===== src/rtl/program_sequencer_pkg.sv =====
// ----------------------------------------------------------------------------
// prog_seq_pkg
//   Shared types for the program_all run controller.
//   - state_t    : controller FSM states
//   - NUM_PROG   : number of programs the core can run
//   - prog_id_t  : program identifier (0..2)
//   - PROG_*     : program id constants
//   - lowest_set : picks the lowest-numbered pending program from a mask
// ----------------------------------------------------------------------------
package prog_seq_pkg;

    typedef enum logic [2:0] {
        IDLE,
        SELECT,
        LAUNCH,
        RUN,
        LOG,
        DONE
    } state_t;

    localparam int NUM_PROG = 3;

    typedef logic [1:0] prog_id_t;

    localparam prog_id_t PROG_MULT  = 2'd0;
    localparam prog_id_t PROG_MATCH = 2'd1;
    localparam prog_id_t PROG_PAIR  = 2'd2;

    // Lowest set bit wins; the downward loop leaves the smallest index last.
    // Returns PROG_MULT for an empty mask (the caller checks |mask first).
    function automatic prog_id_t lowest_set(input logic [NUM_PROG-1:0] mask);
        prog_id_t id;
        id = PROG_MULT;
        for (int i = NUM_PROG - 1; i >= 0; i--) begin
            if (mask[i]) begin
                id = prog_id_t'(i);
            end
        end
        return id;
    endfunction

endpackage


===== src/rtl/program_sequencer_if.sv =====
// ----------------------------------------------------------------------------
// program_sequencer_if
//   Control bundle between the host / core and program_sequencer.
//   Handshake semantics:
//     go        : single-cycle request, honoured only while the sequencer is
//                 idle (busy=0); prog_mask is captured on that same edge.
//     core_done : level from the core, qualified by the sequencer only while
//                 the core is out of reset (core_rst=0).
//     prog_done / all_done : single-cycle strobes; cyc_ct*/timeout/prog_sel
//                 are already valid in the strobe cycle.
//   Modports:
//     master : host/bench side (drives go, prog_mask, core_done)
//     slave  : sequencer side (drives everything else)
//   dbg_state exposes the controller FSM state for observation.
// ----------------------------------------------------------------------------
interface program_sequencer_if #(
    parameter int CT_W = 16
);
    import prog_seq_pkg::*;

    logic                  go;
    logic [NUM_PROG-1:0]   prog_mask;
    logic                  core_done;
    logic                  core_rst;
    prog_id_t              prog_sel;
    logic                  busy;
    logic                  prog_done;
    logic                  all_done;
    logic [NUM_PROG-1:0]   timeout;
    logic [CT_W-1:0]       cyc_ct0;
    logic [CT_W-1:0]       cyc_ct1;
    logic [CT_W-1:0]       cyc_ct2;
    state_t                dbg_state;

    modport master (
        output go, prog_mask, core_done,
        input  core_rst, prog_sel, busy, prog_done, all_done, timeout,
        input  cyc_ct0, cyc_ct1, cyc_ct2, dbg_state
    );

    modport slave (
        input  go, prog_mask, core_done,
        output core_rst, prog_sel, busy, prog_done, all_done, timeout,
        output cyc_ct0, cyc_ct1, cyc_ct2, dbg_state
    );

endinterface


===== src/rtl/program_sequencer_run_watchdog.sv =====
// ----------------------------------------------------------------------------
// run_watchdog
//   RUN-phase cycle counter with synchronous clear and count enable.
//   Ports:
//     clk, reset : clock, asynchronous active-low reset
//     i_clr      : clear the counter (takes priority over i_en)
//     i_en       : advance the counter by one
//     o_next     : counter value including the current cycle (count + 1)
//     o_limit    : o_next has reached TIMEOUT_CYC
//   The controller leaves RUN when o_limit is seen, so the counter never
//   has to wrap (TIMEOUT_CYC < 2**CT_W).
// ----------------------------------------------------------------------------
module run_watchdog #(
    parameter int CT_W        = 16,
    parameter int TIMEOUT_CYC = 50000
) (
    input  logic            clk,
    input  logic            reset,
    input  logic            i_clr,
    input  logic            i_en,
    output logic [CT_W-1:0] o_next,
    output logic            o_limit
);

    logic [CT_W-1:0] r_count;
    logic [CT_W-1:0] w_next;

    assign w_next  = r_count + CT_W'(1);
    assign o_next  = w_next;
    assign o_limit = (w_next == CT_W'(TIMEOUT_CYC));

    always_ff @(posedge clk or negedge reset) begin
        if (!reset) begin
            r_count <= '0;
        end else if (i_clr) begin
            r_count <= '0;
        end else if (i_en) begin
            r_count <= w_next;
        end
    end

endmodule


===== src/rtl/program_sequencer.sv =====
// ----------------------------------------------------------------------------
// program_sequencer
//   Runs the enabled programs of the program_all core back to back (lowest id
//   first). For each one: hold the core in reset for RST_CYC cycles, release
//   it, wait for core_done under a watchdog, log the RUN cycle count.
//   Ports:
//     clk   : clock, rising edge
//     reset : asynchronous active-low reset; deassertion expected synchronous
//     bus   : program_sequencer_if slave modport (go/prog_mask/core_done in;
//             core_rst, prog_sel, busy, prog_done, all_done, timeout,
//             cyc_ct0..2, dbg_state out)
//   All outputs are registered.
// ----------------------------------------------------------------------------
module program_sequencer
    import prog_seq_pkg::*;
#(
    parameter int RST_CYC     = 2,
    parameter int TIMEOUT_CYC = 50000,
    parameter int CT_W        = 16
) (
    input  logic                clk,
    input  logic                reset,
    program_sequencer_if.slave  bus
);

    state_t                r_state;
    logic [NUM_PROG-1:0]   r_mask;
    prog_id_t              r_sel;
    logic                  r_core_rst;
    logic                  r_busy;
    logic                  r_prog_done;
    logic                  r_all_done;
    logic [NUM_PROG-1:0]   r_timeout;
    logic [CT_W-1:0]       r_cyc_ct [NUM_PROG];
    logic [CT_W-1:0]       r_launch_ct;

    prog_id_t              w_pick;
    logic [NUM_PROG-1:0]   w_pick_oh;
    logic [CT_W-1:0]       w_next;
    logic                  w_limit;

    assign w_pick    = lowest_set(r_mask);
    assign w_pick_oh = NUM_PROG'(1) << w_pick;

    // Counter is zeroed throughout LAUNCH so the first RUN cycle counts 1.
    run_watchdog #(
        .CT_W        (CT_W),
        .TIMEOUT_CYC (TIMEOUT_CYC)
    ) u_watchdog (
        .clk     (clk),
        .reset   (reset),
        .i_clr   (r_state == LAUNCH),
        .i_en    (r_state == RUN),
        .o_next  (w_next),
        .o_limit (w_limit)
    );

    always_ff @(posedge clk or negedge reset) begin
        if (!reset) begin
            r_state     <= IDLE;
            r_mask      <= '0;
            r_sel       <= PROG_MULT;
            r_core_rst  <= 1'b1;
            r_busy      <= 1'b0;
            r_prog_done <= 1'b0;
            r_all_done  <= 1'b0;
            r_timeout   <= '0;
            r_launch_ct <= '0;
            for (int i = 0; i < NUM_PROG; i++) begin
                r_cyc_ct[i] <= '0;
            end
        end else begin
            r_prog_done <= 1'b0;
            r_all_done  <= 1'b0;
            case (r_state)
                IDLE: begin
                    r_core_rst <= 1'b1;
                    if (bus.go) begin
                        r_mask    <= bus.prog_mask;
                        r_timeout <= '0;
                        for (int i = 0; i < NUM_PROG; i++) begin
                            r_cyc_ct[i] <= '0;
                        end
                        r_busy  <= 1'b1;
                        r_state <= SELECT;
                    end
                end
                SELECT: begin
                    if (|r_mask) begin
                        r_sel       <= w_pick;
                        r_mask      <= r_mask & ~w_pick_oh;
                        r_launch_ct <= CT_W'(RST_CYC - 1);
                        r_state     <= LAUNCH;
                    end else begin
                        r_all_done <= 1'b1;
                        r_state    <= DONE;
                    end
                end
                LAUNCH: begin
                    // core_done is deliberately not looked at here: it may
                    // still be asserted from the previous program.
                    if (r_launch_ct == '0) begin
                        r_core_rst <= 1'b0;
                        r_state    <= RUN;
                    end else begin
                        r_launch_ct <= r_launch_ct - CT_W'(1);
                    end
                end
                RUN: begin
                    // Done and limit in the same cycle: done wins, the count
                    // is identical either way, only the timeout flag differs.
                    if (bus.core_done || w_limit) begin
                        for (int i = 0; i < NUM_PROG; i++) begin
                            if (r_sel == prog_id_t'(i)) begin
                                r_cyc_ct[i] <= w_next;
                                if (!bus.core_done) begin
                                    r_timeout[i] <= 1'b1;
                                end
                            end
                        end
                        r_prog_done <= 1'b1;
                        r_core_rst  <= 1'b1;
                        r_state     <= LOG;
                    end
                end
                LOG: begin
                    r_state <= SELECT;
                end
                DONE: begin
                    r_busy  <= 1'b0;
                    r_state <= IDLE;
                end
                default: begin
                    r_state <= IDLE;
                end
            endcase
        end
    end

    assign bus.core_rst  = r_core_rst;
    assign bus.prog_sel  = r_sel;
    assign bus.busy      = r_busy;
    assign bus.prog_done = r_prog_done;
    assign bus.all_done  = r_all_done;
    assign bus.timeout   = r_timeout;
    assign bus.cyc_ct0   = r_cyc_ct[0];
    assign bus.cyc_ct1   = r_cyc_ct[1];
    assign bus.cyc_ct2   = r_cyc_ct[2];
    assign bus.dbg_state = r_state;

endmodule


===== src/flat_wrapper.sv =====
// flat-port wrapper written by rule: the top's interface ports become plain ports
module program_sequencer_flat import prog_seq_pkg::*;
#(
    parameter int RST_CYC     = 2,
    parameter int TIMEOUT_CYC = 50000,
    parameter int CT_W        = 16
)
  (clk, reset, bus_go, bus_prog_mask, bus_core_done, bus_core_rst, bus_prog_sel, bus_busy, bus_prog_done, bus_all_done, bus_timeout, bus_cyc_ct0, bus_cyc_ct1, bus_cyc_ct2, bus_dbg_state);
  program_sequencer_if #(.CT_W(CT_W)) bus_i ();
  input  logic clk;
  input  logic reset;
  input wire logic [$bits(bus_i.go)-1:0] bus_go;
  input wire logic [$bits(bus_i.prog_mask)-1:0] bus_prog_mask;
  input wire logic [$bits(bus_i.core_done)-1:0] bus_core_done;
  output wire logic [$bits(bus_i.core_rst)-1:0] bus_core_rst;
  output wire logic [$bits(bus_i.prog_sel)-1:0] bus_prog_sel;
  output wire logic [$bits(bus_i.busy)-1:0] bus_busy;
  output wire logic [$bits(bus_i.prog_done)-1:0] bus_prog_done;
  output wire logic [$bits(bus_i.all_done)-1:0] bus_all_done;
  output wire logic [$bits(bus_i.timeout)-1:0] bus_timeout;
  output wire logic [$bits(bus_i.cyc_ct0)-1:0] bus_cyc_ct0;
  output wire logic [$bits(bus_i.cyc_ct1)-1:0] bus_cyc_ct1;
  output wire logic [$bits(bus_i.cyc_ct2)-1:0] bus_cyc_ct2;
  output wire logic [$bits(bus_i.dbg_state)-1:0] bus_dbg_state;
  assign bus_i.go = bus_go;
  assign bus_i.prog_mask = bus_prog_mask;
  assign bus_i.core_done = bus_core_done;
  assign bus_core_rst = bus_i.core_rst;
  assign bus_prog_sel = bus_i.prog_sel;
  assign bus_busy = bus_i.busy;
  assign bus_prog_done = bus_i.prog_done;
  assign bus_all_done = bus_i.all_done;
  assign bus_timeout = bus_i.timeout;
  assign bus_cyc_ct0 = bus_i.cyc_ct0;
  assign bus_cyc_ct1 = bus_i.cyc_ct1;
  assign bus_cyc_ct2 = bus_i.cyc_ct2;
  assign bus_dbg_state = bus_i.dbg_state;
  program_sequencer #(.RST_CYC(RST_CYC), .TIMEOUT_CYC(TIMEOUT_CYC), .CT_W(CT_W)) u_core (.clk(clk), .reset(reset), .bus(bus_i));
endmodule

===== config.mk =====
export PLATFORM = sky130hd
export DESIGN_NAME = program_sequencer_flat
export DESIGN_NICKNAME = d
export VERILOG_FILES = /design/src/rtl/program_sequencer_pkg.sv /design/src/rtl/program_sequencer_if.sv /design/src/rtl/program_sequencer_run_watchdog.sv /design/src/rtl/program_sequencer.sv /design/src/flat_wrapper.sv
export SDC_FILE = /design/constraint.sdc
export NUM_CORES = 1
export LEC_CHECK = 0
export CAP_MARGIN = 10
export CORE_UTILIZATION = 57
export DETAILED_ROUTE_END_ITERATION = 6
export DONT_BUFFER_PORTS = 1
export GPL_TIMING_DRIVEN = 0
export PLACE_DENSITY = 0.72
export SKIP_CTS_REPAIR_TIMING = 1
export SLEW_MARGIN = 20
export SYNTH_ARGS = -nofsm -noshare
export SYNTH_HDL_FRONTEND = slang
export SYNTH_HIERARCHICAL = 1
export SYNTH_SLANG_ARGS = --single-unit

===== constraint.sdc =====
create_clock -name clk -period 3 [get_ports clk]
set_clock_uncertainty 0.1 [all_clocks]
set_input_delay 0.6 -clock clk [delete_from_list [all_inputs] [get_ports clk]]
set_output_delay 0.6 -clock clk [all_outputs]
set_load 0.005 [all_outputs]

Word level (Yosys, flattened, before mapping)
Index checks and enable logic that the tools add are counted.

storage, ports and cells
  output and inout port bits = 60
  logic and storage cells = 98
  bits of input ports = 7
  register bits after elaboration = 95

operators by class
  muxes and demuxes = 38
  add/sub/neg operators = 2
  bitwise gates (word level) = 2
  reductions and logical operators = 23
  equality and inequality tests = 17
  shift operators = 1

operators by type and width
  kind                                                                   count
  16-bit 2-to-1 mux                                                      7
  48-bit 2-to-1 mux                                                      2
  48-bit one-hot mux with 2 select lines                                 1
  16-bit one-hot mux with 2 select lines                                 1
  3-bit 2-to-1 mux                                                       8
  16-bit by 1-bit adder with 16-bit output, second input constant        1
  16-bit equality test, second input constant                            1
  16-bit logical NOT                                                     1
  16-bit by 1-bit subtractor with 16-bit output, second input constant   1
  3-bit one-hot mux with 5 select lines                                  1
  5-bit AND reduction                                                    3
  2-bit by 1-bit != test with 1-bit output, second input constant        6
  3-bit one-hot mux with 2 select lines                                  2
  3-bit AND reduction                                                    4
  4-bit AND reduction                                                    3
  1-bit 2-to-1 mux                                                       11
  2-bit nonzero test                                                     5
  3-bit by 2-bit equality test with 1-bit output, second input constant  2
  3-bit equality test, second input constant                             2
  2-bit 2-to-1 mux                                                       3
  2-bit != test, second input constant                                   3
  2-bit AND reduction                                                    2
  3-bit bitwise AND                                                      1
  3-bit by 1-bit equality test with 1-bit output, second input constant  1
  11 further kinds                                                       11

Longest topological paths before layout
Gate-level depths: netlist (run 1).

  word-level depth = 8
  depth in mapped cells = 12
  gate-level depth less buffers = 10

By module
The synthesis (run 1) kept the hierarchy.

modules (own cells, without submodules)
  module             seq. area each (um^2)  instances  area an instance (um^2)  cells each
  program_sequencer  1978.1                 1          3453.3                   318
  run_watchdog       400.4                  1          1244.9                   143

Worst setup path after synthesis (run 1)
No wires, ideal clock.

  kind = register -> register
  start point = register u_core.u_watchdog.r_count[0]
  end point = register u_core.r_cyc_ct, in the netlist u_core/bus.cyc_ct2[10]
  slack = 52 ps
  data required time = 2821 ps
  path buffers = 2
  cell stages (with the launch flop) = 12
  period minus slack after synthesis = 2948 ps
  arrival = 2768 ps
  cells stage by stage = dfrtp_1 ha_1 buf_2 nand2_1 nor4_1 mux2i_1 o2111ai_1 a2111oi_2 nor2_1 a21oi_2 buf_4 mux2i_1

on the way
  word-level cells in the longest chain between the ends = 5
  elaborated cells between the ends (all ways) = 8
  those cells by class = add/sub: 1; eq/ne: 2; mux: 3; reduce/logical: 2

ends and longest elaborated chain
  element                                             line                                  source
  start: declaration                                  program_sequencer_run_watchdog.sv:25  logic [CT_W-1:0] r_count;
  start signal: assignment                            program_sequencer_run_watchdog.sv:38  r_count <= w_next;
  16-bit by 1-bit adder with 16-bit output            program_sequencer_run_watchdog.sv:28  assign w_next = r_count + CT_W'(1);
  16-bit equality test                                program_sequencer_run_watchdog.sv:30  assign o_limit = (w_next == CT_W'(TIMEOUT_CYC));
  named net u_core.w_limit                            program_sequencer.sv:40               logic w_limit;
  1-bit logical OR                                    program_sequencer.sv:112              if (bus.core_done || w_limit) begin
  2-bit by 1-bit != test with 1-bit output (no line)  n/a
  4-bit AND reduction (no line)                       n/a
  end signal: indexed assignment                      program_sequencer.sv:115              r_cyc_ct[i] <= w_next;
  end: declaration                                    program_sequencer.sv:34               logic [CT_W-1:0] r_cyc_ct [NUM_PROG];

The timed path passes the listed nets, and every way through them passes these cells. The select of a mux whose other input is x is not followed.
A chain may end at the register's enable or synchronous reset.

Worst setup path after layout (run 1)
  start point = register u_core.u_watchdog.r_count[3]
  end point = register u_core.r_cyc_ct, in the netlist u_core/bus.cyc_ct0[15]

The elaborated chain is that of the path after synthesis.

==> impl_metrics.json, run 1 <==
{
  "register_area_um2": 2380,
  "grt_antenna_before_repair": 0,
  "regToRegStartpoint": "u_core/u_watchdog/r_count[3]",
  "timing_worst_setup_path_type": "reg -> reg",
  "crit_path_cell_trace": "clkbuf_8 -> nand4_1 -> nor4_4 -> mux2i_2 -> o2111ai_2 -> a2111oi_4 -> buf_4 -> o21ai_2 -> nor2_2 -> buf_4 -> buf_4 -> a22o_1",
  "critPathSlowestCell": "sky130_fd_sc_hd__dfrtp_1",
  "critical_path.max_fanout": 8,
  "routed_via_density": 5.93,
  "synthesis.area_um2": 4700,
  "yosys.cell_types.count": 54,
  "clock_tree.buffer_depth": 2,
  "slew_margin_rel_pct": 52.7,
  "critical_path_required_ns": 3.19,
  "place_hpwl_um": 7180,
  "n_fill_cell": 604,
  "ys_dominant_reg_cell": "sky130_fd_sc_hd__dfrtp_1",
  "cts-root-buf": "sky130_fd_sc_hd__clkbuf_8",
  "die_w_um": 92.8,
  "grt_pass1_vias": 3351,
  "min_period_ns": 2.91,
  "seq_power_share_pct": 41.1,
  "syn_area_per_cell_um2": 10.2,
  "cts_max_level": 3,
  "cts_tree": "yes",
  "die-height_um": 92.8,
  "initial_utilization_pct": 59.9,
  "drcViolationCount": 0,
  "design_area_um2": 5410,
  "synth.net_count": 471,
  "fin_total_pwr_w": 0.00414,
  "number_of_core_rows": 32,
  "fin_crit_sh_pct": 97.1,
  "ys_ff_latch": 95,
  "worstSkewPairLatency_ns": 0.35,
  "cp_slowest_stage_delay_ns": 0.34,
  "tightestPinTransition_ns": 0.707,
  "cts_num_sinks": 95,
  "gr-usage-all-layers_pct": 25.0,
  "outcome": "finished clean",
  "detailroute.via_count": 3545,
  "p_int_w": 0.00255,
  "max_clock_freq_mhz": 343,
  "worst-endpoint-arrival_ns": 3.10,
  "fp.dieArea_um2": 8610,
  "first_iter_violations": 249,
  "grt_max_degree": 96,
  "worstPathBufferInverterCount": 4,
  "post_drt_wl_per_cell_um": 17.9,
  "element_type_at_the_critical_path_start": "register",
  "port_buffers": 0,
  "timing.final.hold_violations": 0,
  "report.final.slew_viol_count": 0,
  "place_congestion": 0.851,
  "peakVddDrop_uv": 399,
  "cpMostUsedCell": "sky130_fd_sc_hd__buf_4",
  "share_clk_of_total_power_pct": 20.2,
  "core_area_um2": 7850,
  "boundaryPins": 67,
  "layout-drive-gt1-share_pct": 19.6,
  "finalSetupViolations": 0,
  "detail-route-antenna-nets": 0,
  "drtPass1Iterations": 7,
  "critPathTopFamily": "simple AND/OR/NAND/NOR gates",
  "power.switching_fraction_pct": 38.4,
  "net-switching-power_w": 0.00159,
  "grt_pass1_wl_um": 16800,
  "count_of_flip_flops_with_a_built_in_enable_after_synthesis": 0,
  "nNetsFinal": 501,
  "area_growth_pct": 15.2,
  "grt_overflow": 0,
  "timing.hold.worst.class": "in -> async",
  "totalWireLength_um": 10700,
  "n_antenna_cell": 0,
  "yosysSeqAreaShare_pct": 50.6,
  "cts-buffers-inserted": 9,
  "worst_r2r_path_depth": 12,
  "multi_input_area_um2": 2190,
  "synthesis.instances": 461,
  "endpoint_kind": "register",
  "max-cap-violations": 0,
  "p_comb_share_pct": 38.7,
  "regToRegSetupSlack_ns": 0.09,
  "postSynth.asyncResetShare_pct": 100,
  "placed_cell_area_um2": 4830,
  "cts.reportedPaths.clkPinSlew_ns": 0.09,
  "worstReg2RegEnd": "u_core/bus.cyc_ct0[15]",
  "p_per_area_nw_per_um2": 765,
  "power.static_leakage_nw": 2.49,
  "synth.yosys.warnings": 6
}
## worst max path at each step
stage	end	depth (start not counted)	start	slack [ns]
5_1_grt	u_core/bus.cyc_ct0[6]	12	u_core/u_watchdog/r_count[3]	-0.05
3_3_place_gp	u_core/bus.cyc_ct2[14]	11	u_core/u_watchdog/r_count[0]	-0.61
2_1_floorplan	u_core/bus.cyc_ct2[10]	11	u_core/u_watchdog/r_count[0]	0.05
3_5_place_dp	u_core/bus.cyc_ct2[13]	11	u_core/u_watchdog/r_count[0]	-0.75
4_1_cts	u_core/bus.cyc_ct2[8]	11	u_core/u_watchdog/r_count[0]	-0.77
6_report	u_core/bus.cyc_ct0[15]	12	u_core/u_watchdog/r_count[3]	0.09
## flip-flops by register name (all words and copies together) (netlist names), 2 cells and up
signal and count:
u_core/bus.cyc_ct0 16, u_core/bus.cyc_ct1 16, u_core/bus.cyc_ct2 16, u_core/bus.dbg_state 3
u_core/bus.prog_sel 2, u_core/bus.timeout 3, u_core/r_launch_ct 16, u_core/r_mask 3
u_core/u_watchdog/r_count 16
## power by group through the flow
stage	Clock, W	Combinational [W]	Sequential, W
after global routing	0.000904	0.00175	0.00174
after CTS	0.000853	0.00132	0.00170
after detailed placement	0	0.00131	0.00173
final	0.000835	0.00160	0.00170
after floorplan	0	0.00104	0.00167
after global placement	0	0.00127	0.00171
## kinds of logic (layout without fill, tap and decap cells)
logic type,Yosys count,in the layout,share of synthesized area (%)
adders and majority gates,3,3,0.799
and+or+nand+nor,172,172,19.4
buffers and inverters,52,87,5.46
muxes,25,25,5.33
DFF,95,95,50.6
xor gates and xnor gates,31,31,5.78
AOI/OAI and AO/OA,83,83,12.6
## cells in the mapped netlist (2+ instances only)
| library cell | n | area share, % |
|---|---|---|
| sky130_fd_sc_hd__or4_4 | 3 | 0.72 |
| sky130_fd_sc_hd__clkbuf_2 | 2 | 0.21 |
| sky130_fd_sc_hd__o31ai_1 | 2 | 0.32 |
| sky130_fd_sc_hd__buf_2 | 8 | 0.85 |
| sky130_fd_sc_hd__nor2b_1 | 2 | 0.27 |
| sky130_fd_sc_hd__or3b_2 | 2 | 0.37 |
| sky130_fd_sc_hd__or4_1 | 6 | 0.96 |
| sky130_fd_sc_hd__or3_2 | 2 | 0.32 |
| sky130_fd_sc_hd__clkbuf_8 | 3 | 0.88 |
| sky130_fd_sc_hd__o21ai_1 | 2 | 0.21 |
| sky130_fd_sc_hd__clkbuf_1 | 8 | 0.64 |
| sky130_fd_sc_hd__nor3_1 | 9 | 0.96 |
| sky130_fd_sc_hd__nand2_1 | 50 | 4.0 |
| sky130_fd_sc_hd__xnor2_1 | 13 | 2.4 |
| sky130_fd_sc_hd__xor2_1 | 18 | 3.4 |
| sky130_fd_sc_hd__a21oi_1 | 16 | 1.7 |
| sky130_fd_sc_hd__and2_1 | 2 | 0.27 |
| sky130_fd_sc_hd__or2_2 | 2 | 0.27 |
| sky130_fd_sc_hd__nor4_1 | 7 | 0.93 |
| sky130_fd_sc_hd__o311ai_0 | 2 | 0.37 |
| sky130_fd_sc_hd__nand4_1 | 6 | 0.80 |
| sky130_fd_sc_hd__nor3b_1 | 7 | 1.1 |
| sky130_fd_sc_hd__inv_1 | 26 | 2.1 |
| sky130_fd_sc_hd__buf_4 | 3 | 0.48 |
| sky130_fd_sc_hd__and3_1 | 2 | 0.27 |
| sky130_fd_sc_hd__o21ai_0 | 18 | 1.9 |
| sky130_fd_sc_hd__mux2i_1 | 25 | 5.3 |
| sky130_fd_sc_hd__a21oi_2 | 2 | 0.37 |
| sky130_fd_sc_hd__nand3b_1 | 2 | 0.32 |
| sky130_fd_sc_hd__nor2_1 | 42 | 3.4 |
| sky130_fd_sc_hd__nand3_1 | 9 | 0.96 |
| sky130_fd_sc_hd__a31oi_1 | 2 | 0.27 |
| sky130_fd_sc_hd__nand2b_1 | 3 | 0.40 |
| sky130_fd_sc_hd__ha_1 | 3 | 0.80 |
| sky130_fd_sc_hd__or3_1 | 8 | 1.1 |
| sky130_fd_sc_hd__a22o_1 | 33 | 6.2 |
| sky130_fd_sc_hd__dfrtp_1 | 94 | 50 |
## area by class of cell
type / count / share of cell area, %
Clock buffer: 9 / 2.29
Multi-Input combinational cell: 314 / 40.4
Inverter: 27 / 1.87
Sequential cell: 95 / 44.0
Clock inverter: 7 / 1.32
Timing Repair Buffer: 19 / 3.79
Buffer: 25 / 3.93
Tap cell: 102 / 2.36
## through the flow
stage	utilization (%)	setup WS [ns]	TNS [ns]	cells	hold WS, ns
finish	69.0	0.0876	0	598	0.0627
floorplan	-	0.0522	0	461	0.204
detailed placement	61.5	-0.746	-28.56	563	0.207
global route	69.0	-0.0493	-0.222	598	0.0802
CTS	64.0	-0.771	-29.25	579	-0.179
global placement	61.5	-0.615	-22.68	563	0.207
## routing by layer
layer	up-vias	GRT usage, %	part of all wire (%)
li1	1680	-	-
met2	87	38.1	47
met1	1772	35.8	46
met3	6	6.16	6.7
met4	0	6.28	0.76
met5	-	0	0
## cell usage in the layout, fill, tap and decap left out, types with 3 or more instances in the layout
| cell type | count |
|---|---|
| sky130_fd_sc_hd__or4_1 | 6 |
| sky130_fd_sc_hd__buf_4 | 20 |
| sky130_fd_sc_hd__nor3_1 | 8 |
| sky130_fd_sc_hd__nand3_1 | 9 |
| sky130_fd_sc_hd__dfrtp_1 | 90 |
| sky130_fd_sc_hd__buf_2 | 3 |
| sky130_fd_sc_hd__ha_1 | 3 |
| sky130_fd_sc_hd__xor2_1 | 17 |
| sky130_fd_sc_hd__nand4_1 | 6 |
| sky130_fd_sc_hd__nor3b_1 | 7 |
| sky130_fd_sc_hd__clkbuf_8 | 12 |
| sky130_fd_sc_hd__o21ai_0 | 17 |
| sky130_fd_sc_hd__nor2_1 | 38 |
| sky130_fd_sc_hd__nand2_1 | 48 |
| sky130_fd_sc_hd__buf_12 | 3 |
| sky130_fd_sc_hd__nor4_1 | 6 |
| sky130_fd_sc_hd__nand2b_1 | 3 |
| sky130_fd_sc_hd__inv_1 | 25 |
| sky130_fd_sc_hd__a21oi_1 | 16 |
| sky130_fd_sc_hd__or4_4 | 3 |
| sky130_fd_sc_hd__clkbuf_1 | 5 |
| sky130_fd_sc_hd__mux2i_2 | 3 |
| sky130_fd_sc_hd__or3_1 | 8 |
| sky130_fd_sc_hd__buf_6 | 6 |
| sky130_fd_sc_hd__xnor2_1 | 13 |
| sky130_fd_sc_hd__a22o_1 | 33 |
| sky130_fd_sc_hd__clkinvlp_4 | 3 |
| sky130_fd_sc_hd__dfrtp_2 | 4 |
| sky130_fd_sc_hd__nor2_2 | 3 |
| sky130_fd_sc_hd__mux2i_1 | 22 |
(Power assumes the default switching activity.)
==> run 2: changes to the inputs <==
--- a/config.mk
+++ b/config.mk
@@ -6,11 +6,12 @@
 export NUM_CORES = 1
 export LEC_CHECK = 0
 export CAP_MARGIN = 10
-export CORE_UTILIZATION = 57
+export CORE_UTILIZATION = 60
+export CTS_BUF_LIST = sky130_fd_sc_hd__clkbuf_4
 export DETAILED_ROUTE_END_ITERATION = 6
 export DONT_BUFFER_PORTS = 1
 export GPL_TIMING_DRIVEN = 0
-export PLACE_DENSITY = 0.72
+export PLACE_DENSITY = 0.76
 export SKIP_CTS_REPAIR_TIMING = 1
 export SLEW_MARGIN = 20
 export SYNTH_ARGS = -nofsm -noshare
==> impl_metrics.json, run 2 (synthesis results as in run 1) <==
{
  "post_drt_wl_per_cell_um": 17.5,
  "layout-drive-gt1-share_pct": 17.5,
  "timing_worst_setup_path_type": "reg -> reg",
  "power.switching_fraction_pct": 39.6,
  "die_w_um": 90.5,
  "report.final.slew_viol_count": 0,
  "grt_max_degree": 96,
  "die-height_um": 90.5,
  "fp.dieArea_um2": 8190,
  "timing.final.hold_violations": 0,
  "endpoint_kind": "register",
  "cts_max_level": 3,
  "worstSkewPairLatency_ns": 0.43,
  "outcome": "finished clean",
  "max-cap-violations": 0,
  "routed_via_density": 5.95,
  "net-switching-power_w": 0.00152,
  "element_type_at_the_critical_path_start": "register",
  "slew_margin_rel_pct": 49.7,
  "peakVddDrop_uv": 421,
  "timing.hold.worst.class": "in -> reg",
  "cts_num_sinks": 95,
  "final_cell_mix": "90 x sky130_fd_sc_hd__dfrtp_1, 48 x sky130_fd_sc_hd__nand2_1, 38 x sky130_fd_sc_hd__nor2_1, 33 x sky130_fd_sc_hd__a22o_1",
  "grt_overflow": 0,
  "grt_pass1_wl_um": 17200,
  "drcViolationCount": 0,
  "number_of_core_rows": 31,
  "place_hpwl_um": 6930,
  "cts-root-buf": "sky130_fd_sc_hd__clkbuf_4",
  "drtPass1Iterations": 5,
  "worst-endpoint-arrival_ns": 3.10,
  "grt_antenna_before_repair": 0,
  "worst_r2r_path_depth": 12,
  "min_period_ns": 2.88,
  "cts-buffers-inserted": 9,
  "p_per_area_nw_per_um2": 736,
  "fin_total_pwr_w": 0.00384,
  "n_antenna_cell": 0,
  "p_int_w": 0.00232,
  "grt_pass1_vias": 3482,
  "place_congestion": 0.861,
  "p_comb_share_pct": 38.0,
  "mostFrequentLayoutCell": "sky130_fd_sc_hd__dfrtp_1",
  "finalSetupViolations": 0,
  "tightestPinTransition_ns": 0.752,
  "max_clock_freq_mhz": 348,
  "critical_path_required_ns": 3.22,
  "worst_hold_path_cells": 2,
  "gr-usage-all-layers_pct": 26.2,
  "detail-route-antenna-nets": 0,
  "boundaryPins": 67,
  "n_fill_cell": 550,
  "first_iter_violations": 166,
  "port_buffers": 0,
  "core_area_um2": 7410,
  "cts.reportedPaths.clkPinSlew_ns": 0.14,
  "seq_power_share_pct": 44.1,
  "clock_tree.buffer_depth": 2,
  "totalNegativeSetupSlack_ns": 0,
  "totalWireLength_um": 10200,
  "detailroute.via_count": 3479,
  "critical_path.max_fanout": 10,
  "nNetsFinal": 492,
  "initial_utilization_pct": 63.4,
  "area_growth_pct": 11.2,
  "power.static_leakage_nw": 2.41,
  "fin_crit_sh_pct": 95.9,
  "share_clk_of_total_power_pct": 17.8,
  "cts_tree": "yes"
}
==> run 2: cell types whose count changed in the layout (fill, tap and decap cells not counted), moves of 2 or more <==
cell | previous run | this run
sky130_fd_sc_hd__clkbuf_4 | 1 | 11
sky130_fd_sc_hd__clkbuf_8 | 12 | 3
sky130_fd_sc_hd__buf_4 | 20 | 16
sky130_fd_sc_hd__buf_12 | 3 | 0
sky130_fd_sc_hd__mux2i_1 | 22 | 25
sky130_fd_sc_hd__mux2i_2 | 3 | 0
sky130_fd_sc_hd__buf_2 | 3 | 5
sky130_fd_sc_hd__buf_6 | 6 | 4
sky130_fd_sc_hd__clkbuf_1 | 5 | 3
sky130_fd_sc_hd__nor2_2 | 3 | 1
sky130_fd_sc_hd__nor2_4 | 1 | 3
==> run 2: power by group through the flow <==
| stage | logic (W) | clock network, W | registers (W) |
|---|---|---|---|
| global placement | 0.00126 | 0 | 0.00171 |
| floorplan | 0.00104 | 0 | 0.00167 |
| CTS | 0.00131 | 0.000702 | 0.00170 |
| finish | 0.00146 | 0.000685 | 0.00170 |
| detailed placement | 0.00131 | 0 | 0.00172 |
| global route | 0.00164 | 0.000752 | 0.00173 |
==> run 2: critical path: stages, from the launching register on <==
cell	delay, ns
sky130_fd_sc_hd__dfrtp_1	0.35
sky130_fd_sc_hd__buf_2	0.20
sky130_fd_sc_hd__nand4_4	0.19
sky130_fd_sc_hd__nor4_4	0.32
sky130_fd_sc_hd__mux2i_1	0.25
sky130_fd_sc_hd__o2111ai_2	0.18
sky130_fd_sc_hd__a2111oi_4	0.29
sky130_fd_sc_hd__buf_4	0.19
sky130_fd_sc_hd__nor2_4	0.07
sky130_fd_sc_hd__nand2_2	0.14
sky130_fd_sc_hd__o21ai_4	0.12
sky130_fd_sc_hd__buf_6	0.18
sky130_fd_sc_hd__a22o_1	0.19
==> run 2: path summary, 6_finish.rpt <==
kind                                     endpoint  slack, ns                    startpoint
max                        u_core/bus.cyc_ct1[14]       0.12  u_core/u_watchdog/r_count[8]
min                              u_core/r_mask[1]       0.19              bus_prog_mask[1]
max reg2reg                u_core/bus.cyc_ct1[14]       0.12  u_core/u_watchdog/r_count[8]
min reg2reg                 u_core/r_launch_ct[7]       0.42         u_core/r_launch_ct[7]
max in group asynchronous     u_core/bus.core_rst       1.78                         reset
min in group asynchronous   u_core/r_launch_ct[6]       0.62                         reset
==> run 2: layout make-up <==
cell class              instances  area, um2  share of cell area (%)
plain buffers                  23        180                    3.45
clock buffers                  10       75.1                    1.44
clock inverters                 5       58.8                    1.13
inverters                      27        101                    1.94
multi-input cells             314       2190                    41.9
flip-flops and latches         95       2380                    45.6
well taps                      99        124                    2.37
repair buffers                 12        113                    2.15
==> run 2: layer usage <==
metal | vias to the layer above | part of all wire [%] | wire [um] | GRT usage [%]
met5 | - | 0 | 0 | 0
met4 | 0 | 0.79 | 81 | 5.78
met3 | 8 | 7.0 | 715 | 7.66
met2 | 96 | 47 | 4790 | 39.5
met1 | 1725 | 45 | 4660 | 37.5
li1 | 1650 | - | - | -
==> run 2: stage by stage <==
stage                     hold WS (ns)  cell area, um2  setup WS, ns  instances  utilization (%)
after floorplan                  0.204            4700        0.0522        461                -
after global placement           0.207            4820        -0.565        560             65.1
after detailed placement         0.207            4820        -0.634        560             65.1
after CTS                       -0.290            4960        -0.669        575             66.9
after global routing             0.165            5230       -0.0393        585             70.5
final                            0.194            5230         0.124        585             70.5
